===== src/rtl/mdu_pkg.sv =====
// Shared types for the iterative multiply/divide unit: op codes, FSM states,
// divide-by-zero fill value and op-class helpers.
package mdu_pkg;

    typedef enum logic [3:0] {
        OP_NOP   = 4'd0,
        OP_MULT  = 4'd1,
        OP_MULTU = 4'd2,
        OP_MADD  = 4'd3,
        OP_MADDU = 4'd4,
        OP_MSUB  = 4'd5,
        OP_MSUBU = 4'd6,
        OP_DIV   = 4'd7,
        OP_DIVU  = 4'd8,
        OP_MTHI  = 4'd9,
        OP_MTLO  = 4'd10
    } op_e;

    typedef enum logic [1:0] {
        ST_IDLE   = 2'd0,
        ST_RUN    = 2'd1,
        ST_FINISH = 2'd2
    } state_e;

    // Replicated to WIDTH bits to form the divide-by-zero LO value.
    localparam logic DIV0_LO_BIT = 1'b1;

    function automatic logic is_muldiv_op(input op_e op);
        return op inside {OP_MULT, OP_MULTU, OP_MADD, OP_MADDU,
                          OP_MSUB, OP_MSUBU, OP_DIV, OP_DIVU};
    endfunction

    function automatic logic is_signed_op(input op_e op);
        return op inside {OP_MULT, OP_MADD, OP_MSUB, OP_DIV};
    endfunction

    function automatic logic is_div_op(input op_e op);
        return op inside {OP_DIV, OP_DIVU};
    endfunction

endpackage


===== src/rtl/mdu_divstep.sv =====
// One restoring-division step on unsigned magnitudes: shift in the next
// dividend bit, trial-subtract the divisor, keep the result if no borrow.
module mdu_divstep #(
    parameter int unsigned WIDTH = 32
) (
    input  logic [WIDTH-1:0] rem_i,
    input  logic [WIDTH-1:0] quo_i,
    input  logic [WIDTH-1:0] div_i,
    output logic [WIDTH-1:0] rem_o,
    output logic [WIDTH-1:0] quo_o
);

    logic [WIDTH:0] shifted;
    logic [WIDTH:0] diff;

    assign shifted = {rem_i, quo_i[WIDTH-1]};
    assign diff    = shifted - {1'b0, div_i};
    // Bit WIDTH of the difference is the borrow: remainder stays below divisor.
    assign rem_o   = diff[WIDTH] ? shifted[WIDTH-1:0] : diff[WIDTH-1:0];
    assign quo_o   = {quo_i[WIDTH-2:0], ~diff[WIDTH]};

endmodule


===== src/rtl/mult_div_unit.sv =====
// Iterative multiply/divide unit with HI/LO registers, multiply-accumulate,
// MTHI/MTLO and pipeline flush.
module mult_div_unit
    import mdu_pkg::*;
#(
    parameter int unsigned WIDTH = 32
) (
    input  logic             Clk,
    input  logic             Reset,
    input  logic             Start,
    input  logic [3:0]       Op,
    input  logic [WIDTH-1:0] A,
    input  logic [WIDTH-1:0] B,
    input  logic             Flush,
    output logic             Busy,
    output logic             Done,
    output logic [WIDTH-1:0] Hi,
    output logic [WIDTH-1:0] Lo
);

    localparam int unsigned CW = $clog2(WIDTH + 1);
    localparam logic [CW-1:0] CNT_ONE = CW'(1);

    state_e             state_q, state_d;
    logic [CW-1:0]      cnt_q, cnt_d;
    op_e                op_q, op_d;
    logic [WIDTH-1:0]   m_q, m_d;
    logic [2*WIDTH-1:0] acc_q, acc_d;
    logic [2*WIDTH-1:0] snap_q, snap_d;
    logic [WIDTH-1:0]   araw_q, araw_d;
    logic               neg_res_q, neg_res_d;
    logic               neg_rem_q, neg_rem_d;
    logic               div0_q, div0_d;
    logic [WIDTH-1:0]   hi_q, hi_d;
    logic [WIDTH-1:0]   lo_q, lo_d;
    logic               done_q, done_d;

    op_e                op_in;
    logic               sgn_in;
    logic [WIDTH-1:0]   mag_a, mag_b;
    logic [WIDTH:0]     mul_sum;
    logic [2*WIDTH-1:0] mul_nx;
    logic [WIDTH-1:0]   rem_nx, quo_nx;
    logic [2*WIDTH-1:0] prod_s;
    logic [WIDTH-1:0]   quo_s, rem_s;
    logic [2*WIDTH-1:0] result;

    assign op_in  = op_e'(Op);
    assign sgn_in = is_signed_op(op_in);
    assign mag_a  = (sgn_in && A[WIDTH-1]) ? -A : A;
    assign mag_b  = (sgn_in && B[WIDTH-1]) ? -B : B;

    // acc holds {upper partial product, multiplier} or {remainder, quotient}.
    assign mul_sum = {1'b0, acc_q[2*WIDTH-1:WIDTH]} + (acc_q[0] ? {1'b0, m_q} : '0);
    assign mul_nx  = {mul_sum, acc_q[WIDTH-1:1]};

    mdu_divstep #(.WIDTH(WIDTH)) u_divstep (
        .rem_i (acc_q[2*WIDTH-1:WIDTH]),
        .quo_i (acc_q[WIDTH-1:0]),
        .div_i (m_q),
        .rem_o (rem_nx),
        .quo_o (quo_nx)
    );

    assign prod_s = neg_res_q ? -acc_q : acc_q;
    assign quo_s  = neg_res_q ? -acc_q[WIDTH-1:0] : acc_q[WIDTH-1:0];
    assign rem_s  = neg_rem_q ? -acc_q[2*WIDTH-1:WIDTH] : acc_q[2*WIDTH-1:WIDTH];

    always_comb begin
        result = prod_s;
        case (op_q)
            OP_MADD, OP_MADDU: result = snap_q + prod_s;
            OP_MSUB, OP_MSUBU: result = snap_q - prod_s;
            OP_DIV, OP_DIVU:   result = div0_q ? {araw_q, {WIDTH{DIV0_LO_BIT}}}
                                               : {rem_s, quo_s};
            default:           result = prod_s;
        endcase
    end

    always_comb begin
        state_d   = state_q;
        cnt_d     = cnt_q;
        op_d      = op_q;
        m_d       = m_q;
        acc_d     = acc_q;
        snap_d    = snap_q;
        araw_d    = araw_q;
        neg_res_d = neg_res_q;
        neg_rem_d = neg_rem_q;
        div0_d    = div0_q;
        hi_d      = hi_q;
        lo_d      = lo_q;
        done_d    = 1'b0;
        case (state_q)
            ST_IDLE: begin
                if (Start && !Flush) begin
                    if (op_in == OP_MTHI) begin
                        hi_d   = A;
                        done_d = 1'b1;
                    end else if (op_in == OP_MTLO) begin
                        lo_d   = A;
                        done_d = 1'b1;
                    end else if (is_muldiv_op(op_in)) begin
                        state_d   = ST_RUN;
                        cnt_d     = CW'(WIDTH);
                        op_d      = op_in;
                        snap_d    = {hi_q, lo_q};
                        araw_d    = A;
                        neg_res_d = sgn_in && (A[WIDTH-1] ^ B[WIDTH-1]);
                        neg_rem_d = sgn_in && A[WIDTH-1];
                        div0_d    = (B == '0);
                        if (is_div_op(op_in)) begin
                            m_d   = mag_b;
                            acc_d = {{WIDTH{1'b0}}, mag_a};
                        end else begin
                            m_d   = mag_a;
                            acc_d = {{WIDTH{1'b0}}, mag_b};
                        end
                    end
                end
            end
            ST_RUN: begin
                if (Flush) begin
                    state_d = ST_IDLE;
                end else begin
                    acc_d = is_div_op(op_q) ? {rem_nx, quo_nx} : mul_nx;
                    cnt_d = cnt_q - CNT_ONE;
                    if (cnt_q == CNT_ONE) begin
                        state_d = ST_FINISH;
                    end
                end
            end
            ST_FINISH: begin
                state_d = ST_IDLE;
                if (!Flush) begin
                    hi_d   = result[2*WIDTH-1:WIDTH];
                    lo_d   = result[WIDTH-1:0];
                    done_d = 1'b1;
                end
            end
            default: state_d = ST_IDLE;
        endcase
    end

    always_ff @(posedge Clk or posedge Reset) begin
        if (Reset) begin
            state_q   <= ST_IDLE;
            cnt_q     <= '0;
            op_q      <= OP_NOP;
            m_q       <= '0;
            acc_q     <= '0;
            snap_q    <= '0;
            araw_q    <= '0;
            neg_res_q <= 1'b0;
            neg_rem_q <= 1'b0;
            div0_q    <= 1'b0;
            hi_q      <= '0;
            lo_q      <= '0;
            done_q    <= 1'b0;
        end else begin
            state_q   <= state_d;
            cnt_q     <= cnt_d;
            op_q      <= op_d;
            m_q       <= m_d;
            acc_q     <= acc_d;
            snap_q    <= snap_d;
            araw_q    <= araw_d;
            neg_res_q <= neg_res_d;
            neg_rem_q <= neg_rem_d;
            div0_q    <= div0_d;
            hi_q      <= hi_d;
            lo_q      <= lo_d;
            done_q    <= done_d;
        end
    end

    assign Busy = (state_q != ST_IDLE);
    assign Done = done_q;
    assign Hi   = hi_q;
    assign Lo   = lo_q;

endmodule

===== config.mk =====
export PLATFORM = sky130hd
export DESIGN_NAME = mult_div_unit
export DESIGN_NICKNAME = d
export VERILOG_FILES = /design/src/rtl/mdu_pkg.sv /design/src/rtl/mdu_divstep.sv /design/src/rtl/mult_div_unit.sv
export SDC_FILE = /design/constraint.sdc
export NUM_CORES = 1
export LEC_CHECK = 0
export CORE_MARGIN = 5
export CORE_UTILIZATION = 58
export CTS_CLUSTER_DIAMETER = 200
export DETAILED_ROUTE_END_ITERATION = 16
export GPL_TIMING_DRIVEN = 0
export PLACE_DENSITY = 0.78
export SYNTH_ARGS = -nofsm -noshare
export SYNTH_HDL_FRONTEND = slang
export SYNTH_SLANG_ARGS = --single-unit

===== constraint.sdc =====
create_clock -name Clk -period 25.7 [get_ports Clk]
set_clock_uncertainty 0.2 [all_clocks]
set_input_delay 7.71 -clock Clk [delete_from_list [all_inputs] [get_ports Clk]]
set_output_delay 7.71 -clock Clk [all_outputs]
set_load 0.03 [all_outputs]

==> impl_results.md <==
* Outcome: finished with violations
* Failing checks: capacitance limit
* Die Footprint at 49200 µm²
* Slowest-stage cell, CP: nor4b_1
* Number of global-route vias before repair at 26869
* Max Used Layer: met4
* GRT overflow at 0
* Root buf cell: clkbuf_16
* Detail Route Antenna Nets at 0
* Clock latency on the worst-skew pair at 580 ps
* Synth warn at 0
* Leading cell type in the layout, fill and taps excluded: nand2_1
* Clock-pin slew on the worst setup and hold paths at 60 ps
* # nets final at 3748
* Post-synth top flop: dfrtp_1
* Hold Vio Cnt, Final at 0
* CTS Sinks at 272
* Global-route wire length before repair at 166 mm
* Met3 wire length at 15.4 mm
* Fin crit share at 0.467
* Largest stage delay, worst path at 1090 ps
* Cell accounting for the most synthesized area: dfrtp_1
* Top cells by area, synth: dfrtp_1 26%, ha_1 6.4%, a21oi_1 6.0%, xnor2_1 5.8%, nand2_1 5.8%
* I/O Pins at 138
* Most frequent cells in the layout: 402 x nand2_1, 332 x nor2_1, 313 x a21oi_1, 286 x o21ai_0, 272 x dfrtp_1
* RSZ-0062 raised after global routing: false
* Slew Viols, Final at 0
* CP Data Required Time at 25880 ps
* Max-Cap Viols at 1
* CTS Buf Count at 36
* CP Capture Type: register
* Top cell type's share of synthesized area at 0.262
* CTS tree: built
* Mapped Cells at 3369
* Antenna violations before repair at 1
* Gpl congestion at 1.04
* Total track usage at 0.434
* Drt first pass iters at 8
* Setup TNS at 0 ps
* Met1 WL at 42.3 mm
* Max Fclk at 83.4 MHz
* Post-synth EDFFs at 0
* CP arrival at 12170 ps
* Maximum fanout along the worst path at 12
* Area post-placement at 28100 µm²
* Clk buf depth at 3
* Final setup fails at 0
* Tightest Pin Transition at 1440 ps
* Share of cells above drive strength 1 at 0.0704
* Pleak at 12.4 nW
* Seq/Total Area, Yosys at 0.262
* Mean Syn Cell Area at 7.72 µm²
* Cell area power density at 139 nW/µm²
* Core area at 44300 µm²
* Crit start category: primary input
* H-Tree Depth at 2
* Post-DP HPWL at 87.0 mm
* Die height at 222 µm
* DRT Wirelength at 112 mm
* Site Rows at 77
* Cell Chain, Critical Path: clkdlybuf4s50_1 -> nor4b_1 -> nand2_1 -> clkbuf_1 -> buf_1 -> o41ai_1
* Syn nets at 3578
* Post-CTS setup buffers at 0
* Mapped cell area at 26000 µm²
* Initial core utilization at 0.587
* Final instance area at 29500 µm²
* Via count at 28395
* Drt drc at 0
* Final period demand of the worst path at 11990 ps
* Asr flop ratio synth at 1.00
* Worst slew margin at 0.0136
* IO buf count at 130
* Largest net degree at the start of global routing at 108
* # hold bufs at CTS at 0
* Vias per cell at 6.82
* Die W at 222 µm
* 1st-iter DRT viols at 4427
* Routed wl met2 at 45.0 mm
* VDD IR max at 95.6 µV
* Area Growth Syn to Fin at 13.3%
* Critical setup path kind: primary input to register
* Pwr Total at 0.00411 W
* Hold Path Class: register to register
* Seq cells post-synth at 272
* Routed len/inst at 26.9 µm
* Cts repair resizes at 0
* Cell variety after synth at 96
-- path summary, 6_finish.rpt --
check	startpoint	endpoint	slack [ps]	cells past startpoint
worst min register to register	m_q[4]$_DFFE_PP0P_	m_q[4]$_DFFE_PP0P_	290	2
worst min-delay path	m_q[4]$_DFFE_PP0P_	m_q[4]$_DFFE_PP0P_	290	2
max in group asynchronous	Reset	acc_q[37]$_DFFE_PP0P_	16470	4
worst max-delay path	Flush	div0_q$_DFFE_PP0P_	13710	6
worst max register to register	acc_q[0]$_DFFE_PP0P_	Hi[29]$_DFFE_PP0P_	15880	25
min in group asynchronous	Reset	snap_q[13]$_DFFE_PP0P_	7410	2
-- routing by layer --
layer / global-route usage / vias to the layer above
met5: 0 / -
li1: - / 12453
met4: 0.275 / 0
met1: 0.571 / 13275
met2: 0.621 / 2208
met3: 0.134 / 459
-- kinds of logic (layout without fill, tap and decap cells) --
logic type | count (synthesis) | in the layout | share of synthesized area
other | 0 | 3 | 0
XOR/XNOR | 322 | 322 | 0.108
flip-flops | 272 | 272 | 0.262
multiplexers | 138 | 138 | 0.0581
AO/OA/AOI/OAI | 1049 | 1049 | 0.254
buffers and inverters | 324 | 522 | 0.0494
adder cells (fa/ha/maj) | 137 | 137 | 0.0668
AND/OR/NAND/NOR | 1127 | 1127 | 0.202
-- per-stage QoR --
stage / hold WS, ps / util / setup slack (ps) / std cells
3_3_place_gp: 268 / 0.633 / 6790 / 4091
5_1_grt: 316 / 0.665 / 13830 / 4159
6_report: 291 / 0.665 / 13710 / 4162
2_1_floorplan: 250 / - / 10290 / 3369
4_1_cts: 286 / 0.665 / 14020 / 4159
3_5_place_dp: 274 / 0.635 / 13470 / 4093
-- cell usage after synthesis, types with 24 or more instances --
cell and number:
a211oi_1 32, a21o_1 65, a21oi_1 313, a31oi_1 48
clkbuf_1 188, dfrtp_1 272, ha_1 134, inv_1 98
mux2_2 103, mux2i_1 35, nand2_1 402, nand2b_1 26
nand3_1 53, nand4_1 32, nor2_1 332, nor2b_1 28
nor3_1 72, o211ai_1 24, o21ai_0 286, o21bai_1 35
o22ai_1 25, o31ai_1 41, or3_1 42, xnor2_1 173
xor2_1 149
-- registers in the layout, indices dropped and copies added, names as in the netlist, 2 cells and up --
register / cells
Hi: 32
Lo: 32
acc_q: 64
araw_q: 32
cnt_q: 6
m_q: 32
op_q: 4
snap_q: 64
state_q: 2
-- area by class of cell --
class	instances	area, µm²
flip-flops and latches	272	6810
multi-input cells	2773	17900
clock inverters	20	329
clock buffers	46	1010
repair buffers	132	1360
fillers	3829	14800
diodes	3	7.51
well taps	592	741
plain buffers	225	915
inverters	99	379
-- worst max-delay path, delay by kind of cell --
family | cells | cell delay, ps
buf+inv | 3 | 1760
simple gates | 2 | 2060
compound gates | 1 | 600
-- report_power, final --
part / total (W) / internal (W) / leakage, nW / switching, W
registers: 0.000722 / 0.000572 / 3.38 / 0.000150
logic: 0.00280 / 0.000996 / 8.40 / 0.00180
clock network: 0.000587 / 0.000361 / 0.650 / 0.000226
total: 0.00411 / 0.00193 / 12.4 / 0.00218
No activity file was read; power rests on OpenSTA's default activity.
